`src/rtl/seq_run_logger.sv`:
```
// Groups consecutive detector hits into runs and queues {start, length} records
// in a small show-ahead FIFO drained over valid/ready, with a saturating run total.
module seq_run_logger #(
  parameter int TW    = 16,
  parameter int LW    = 8,
  parameter int DEPTH = 4,
  parameter int CW    = 16
) (
  input  logic          clk,
  input  logic          reset,
  input  logic          det,
  input  logic          clr,
  input  logic          evt_ready,
  output logic          evt_valid,
  output logic [TW-1:0] evt_start,
  output logic [LW-1:0] evt_len,
  output logic [CW-1:0] evt_total,
  output logic          ovf
);

  localparam int AW = $clog2(DEPTH);
  localparam int EW = TW + LW;

  typedef enum logic {IDLE, RUN} state_t;

  state_t          st;
  logic [TW-1:0]   time_cnt;
  logic [TW-1:0]   start_r;
  logic [LW-1:0]   len_r;
  logic [EW-1:0]   mem [DEPTH];
  logic [AW-1:0]   wr_ptr;
  logic [AW-1:0]   rd_ptr;
  logic [AW:0]     cnt;

  logic            push;
  logic            pop;
  logic            full;
  logic            accept;
  logic            drop;
  logic [AW:0]     left;
  logic [AW:0]     cnt_nxt;
  logic [AW-1:0]   rd_nxt;
  logic [EW-1:0]   entry;
  logic [EW-1:0]   head_nxt;

  function automatic logic [LW-1:0] sat_len_inc(input logic [LW-1:0] v);
    return (&v) ? v : v + 1'b1;
  endfunction

  function automatic logic [CW-1:0] sat_total_inc(input logic [CW-1:0] v);
    return (&v) ? v : v + 1'b1;
  endfunction

  // A run completes when RUN samples det=0; clr suppresses it entirely.
  assign push   = (st == RUN) && !det && !clr;
  assign pop    = evt_valid && evt_ready;
  assign full   = (cnt == (AW+1)'(DEPTH));
  assign accept = push && (!full || pop);
  assign drop   = push && full && !pop;
  assign left   = cnt - (AW+1)'(pop);
  assign cnt_nxt = left + (AW+1)'(accept);
  assign rd_nxt = rd_ptr + AW'(pop);
  assign entry  = {start_r, len_r};
  // When nothing survives the pop, the incoming record becomes the head directly.
  assign head_nxt = (left == '0) ? entry : mem[rd_nxt];

  always_ff @(posedge clk) begin
    if (st == IDLE && det) begin
      start_r <= time_cnt;
      len_r   <= LW'(1);
    end else if (st == RUN && det) begin
      len_r <= sat_len_inc(len_r);
    end
    if (accept) mem[wr_ptr] <= entry;
  end

  always_ff @(posedge clk or posedge reset) begin
    if (reset) begin
      time_cnt  <= '0;
      st        <= IDLE;
      wr_ptr    <= '0;
      rd_ptr    <= '0;
      cnt       <= '0;
      evt_valid <= 1'b0;
      evt_start <= '0;
      evt_len   <= '0;
      evt_total <= '0;
      ovf       <= 1'b0;
    end else if (clr) begin
      time_cnt  <= '0;
      st        <= IDLE;
      wr_ptr    <= '0;
      rd_ptr    <= '0;
      cnt       <= '0;
      evt_valid <= 1'b0;
      evt_start <= '0;
      evt_len   <= '0;
      evt_total <= '0;
      ovf       <= 1'b0;
    end else begin
      time_cnt <= time_cnt + 1'b1;
      case (st)
        IDLE:    if (det) st <= RUN;
        RUN:     if (!det) st <= IDLE;
        default: st <= IDLE;
      endcase
      if (accept) wr_ptr <= wr_ptr + 1'b1;
      rd_ptr    <= rd_nxt;
      cnt       <= cnt_nxt;
      evt_valid <= (cnt_nxt != '0);
      // Head registers hold their last value while the FIFO is empty.
      if (cnt_nxt != '0) {evt_start, evt_len} <= head_nxt;
      if (push) evt_total <= sat_total_inc(evt_total);
      if (drop) ovf <= 1'b1;
    end
  end

endmodule

```
`config.mk`:
```
export PLATFORM = sky130hd
export DESIGN_NAME = seq_run_logger
export DESIGN_NICKNAME = d
export VERILOG_FILES = /design/src/rtl/seq_run_logger.sv
export SDC_FILE = /design/constraint.sdc
export NUM_CORES = 1
export LEC_CHECK = 0
export CORE_ASPECT_RATIO = 1.5
export CORE_UTILIZATION = 44
export CTS_CLUSTER_DIAMETER = 100
export DETAILED_ROUTE_END_ITERATION = 10
export PLACE_DENSITY = 0.58
export SKIP_CTS_REPAIR_TIMING = 1
export SYNTH_ARGS = -nofsm -noshare
export SYNTH_HDL_FRONTEND = slang
export SYNTH_SLANG_ARGS = --single-unit
```
`constraint.sdc`:
```
create_clock -name clk -period 6.4 [get_ports clk]
set_input_delay 1.28 -clock clk [delete_from_list [all_inputs] [get_ports clk]]
set_output_delay 1.28 -clock clk [all_outputs]
set_load 0.03 [all_outputs]
```
==> results.md <==
* DR WL/cell at 19.4 microns
* Yosys top cell by area: edfxtp_1
* Wire length after detailed routing at 15.0 mm
* Number of synthesized flops with an enable pin at about 110
* Hold Path End: start_r[15]
* FF/Latch Area at a little over 0.005 sq mm
* Area grow syn2layout at 15.9%
* Hold Crit Start: time_cnt[15]
* Layout fillers at 1457
* Hold slack at about 0.49 ns
* Crit path DAT at roughly 4.4 ns
* Final ANT Viol Nets at 0
* Path category of the worst min-delay check: register to register
* Largest net degree at the start of global routing at between 60 and 70
* Startpoint types: primary input
* Clock Sinks at around 190
* Synth Instances at approximately 500
* Crit-path max FO at 23
* TNS Setup at 0 ns
* Worst Tran Pin Value at 1.09 ns
* Worst r2r src: evt_valid
* Die Area at 0.0181 sq mm
* Cell Int Power at between 2 and 2.5 mW
* RSZ-0062 raised after global routing: false
* Clock share of power at 29.3%
* Via density at between 5 and 6
* Seq pwr share at between 40 and 50%
* Post-layout min period at roughly 4.1 ns
* Psw at 1.00 mW
* #FFs+latches synth at around 190
* Placer Congestion at about 0.8
* Critical path required time at 6.74 ns
* CTS root buf: clkbuf_16
* # IOs at 47
* TritonRoute pass-1 iters at 4
* Pwr/cell area at 361 mW/mm^2
* Initial antenna violation count at 0
* Initial DRC Count at about 220
* WS Path Type: primary input to register
* Final Slew Violations at 0
* DRC Markers at 0
* Final-stage net count at approximately 570
* Port bufs at 46
* Via count at roughly 4300
* Clk Latency, worst-skew pair at about 0.43 ns
* Combinational power share at a little over a quarter
* Pleak at 3.25 nW
* Sw Ratio at between 30% and 40%
* Maximum VDD drop at around 230 uV
* Post-route cell area at between 0.008 and 0.009 sq mm
* Status: completed
* Clk pin slew, worst setup/hold paths at around 0.070 ns
* Max H-tree Level at 4
* Die width at 110 microns
* Syn_nets at 516
* Final Cycle Share at a little under two thirds
* CORE AREA at approximately 0.017 sq mm
* Worst r2r path cells at 9
* Worst Setup End Kind: register
* Final setup fails at 0
* Starting Density at a little under half
* Synth top area cells: edfxtp_1 44%, dfrtp_1 21%, mux4_2 7.0%, mux2i_1 3.5%, o2bb2ai_1 2.6%
* Final hold vios at 0
* Layout cells sized above 1 at 14.4%
* Placed Area at 0.00841 sq mm
* Clock Path Buffers at 2
* Post-synthesis sequential area ratio at approximately two thirds
* CTS buffer count at 17
* Synthesized cell area at between 0.007 and 0.008 sq mm
* Area taken by multi-input logic gates at roughly 0.0024 sq mm
* Placed wire-length estimate at approximately 9.0 mm
* Maxcap violations at 0
* CTS tree: done
* Worst Hold Depth at 0
* Asr flop ratio synth at a little over a third
* Synth cell types at 54
* Vias in the first global route at roughly 4400
* Gr usage total at a little under a fifth
* Warnings from Yosys at 0
* Max frequency at 0.245 GHz
* Slew margin rel. at 27.4%
* Clk_skew at slightly above 0.009 ns
* First-pass GRT wire length at 24.3 mm
* Most used DFF post-synth: edfxtp_1
* GR Overflow Total at 0
* Worst reg2reg endpoint: evt_start[7]
* Reg2reg setup slack at 3.15 ns
* Post-synth top area share at a little over two fifths
* Row count at between 50 and 60
* Synthesized area per cell at between 15 and 20 sq um
* Diodes inserted at 0
* DIE HEIGHT at 164 microns
==> critical path: stages <==
cell             delay (ns)
clkdlybuf4s50_1        0.39
and2_1                 0.18
nor4b_1                0.62
nor3_2                 0.16
ha_1                   0.22
ha_1                   0.28
nor2_1                 0.12
nand2_1                0.12
nor2_2                 0.84
o2bb2ai_1              0.20
==> flip-flops by register name, summed over array words and instances (netlist names) <==
register	count
cnt	3
evt_len	8
evt_start	16
evt_total	16
evt_valid	1
len_r	8
mem	96
ovf	1
rd_ptr	2
st	1
start_r	16
time_cnt	16
wr_ptr	2
==> synth_stat cells, types with 6 or more instances <==
library cell  instances
a21oi_1              17
and2_1                6
buf_2                 9
clkbuf_1              8
dfrtp_1              66
dfxtp_1               8
edfxtp_1            112
ha_1                 12
inv_1                11
mux2i_1              27
mux4_2               24
nand2_1              19
nand2b_1              7
nand3_1              11
nand4_1               7
nor2_1               29
nor2b_1              10
nor3_1                9
o21ai_0               7
o2bb2ai_1            23
or4_1                 6
xnor2_1              10
==> worst max-delay path by stage <==
stage / start / endpoint / slack, ns / depth (start not counted)
after global routing: evt_ready / evt_len[6] / 2.03 / 10
after detailed placement: evt_ready / evt_len[6] / 1.79 / 10
final: evt_ready / evt_start[7] / 2.31 / 10
after global placement: evt_ready / evt_start[2] / 1.97 / 10
after floorplan: evt_ready / evt_start[10] / 2.96 / 11
after CTS: evt_ready / evt_len[6] / 2.25 / 10
==> layout make-up <==
class	instances	area share (%)
multi-input cells	280	27.1
inverters	11	0.462
flip-flops and latches	186	57.9
well taps	210	2.94
repair buffers	54	5.77
clock inverters	14	1.13
clock buffers	17	4.76
==> power groups by stage <==
stage	clock (mW)	combinational (mW)	sequential [mW]
floorplan	0	0.468	1.57
global placement	0	0.862	1.46
detailed placement	0	0.870	1.46
CTS	0.973	0.872	1.43
global route	1.02	0.924	1.44
finish	0.948	0.850	1.43
==> layer usage <==
metal / part of all wire [%] / global-route usage, %
met1: 43 / 22.6
met3: 3.6 / 5.36
met5: 0 / 0
met4: 1.4 / 5.86
met2: 52 / 31.4
==> placed cells by master, fill, tap and decap left out, types with 5 or more instances in the layout <==
master / netlist / layout
edfxtp_1: 112 / 112
dfrtp_1: 66 / 66
clkdlybuf4s50_1: 0 / 45
nor2_1: 29 / 28
mux2i_1: 27 / 27
mux4_2: 24 / 24
o2bb2ai_1: 23 / 23
nand2_1: 19 / 19
a21oi_1: 17 / 17
clkbuf_16: 0 / 17
ha_1: 12 / 12
nand3_1: 11 / 11
nor2b_1: 10 / 10
inv_1: 11 / 10
xnor2_1: 10 / 10
nor3_1: 9 / 9
dfxtp_1: 8 / 8
buf_4: 1 / 8
nand2b_1: 7 / 7
nand4_1: 7 / 7
o21ai_0: 7 / 7
and2_1: 6 / 6
or4_1: 6 / 6
and3_1: 5 / 5
o31ai_1: 5 / 5
==> cell families (layout without fill, tap and decap cells) <==
group,after synthesis,in the layout,synth area share [%]
AOI/OAI and AO/OA,67,67,6.26
xor gates and xnor gates,16,16,2.00
adders and majority gates,12,12,1.95
buffers and inverters,33,96,1.91
DFF,186,186,67.1
muxes,55,55,11.1
and+or+nand+nor,130,130,9.70
==> stage by stage <==
| stage | power (mW) | util, % | worst slack [ns] | instances |
|---|---|---|---|---|
| final | 3.23 | 52.6 | 2.31 | 772 |
| after global routing | 3.38 | 52.6 | 2.03 | 772 |
| after CTS | 3.28 | 52.6 | 2.25 | 772 |
| after detailed placement | 2.33 | 49.5 | 1.79 | 741 |
| after global placement | 2.32 | 49.5 | 1.97 | 741 |
| after floorplan | 2.04 | - | 2.96 | 499 |
Power figures use the tool's default switching activity.
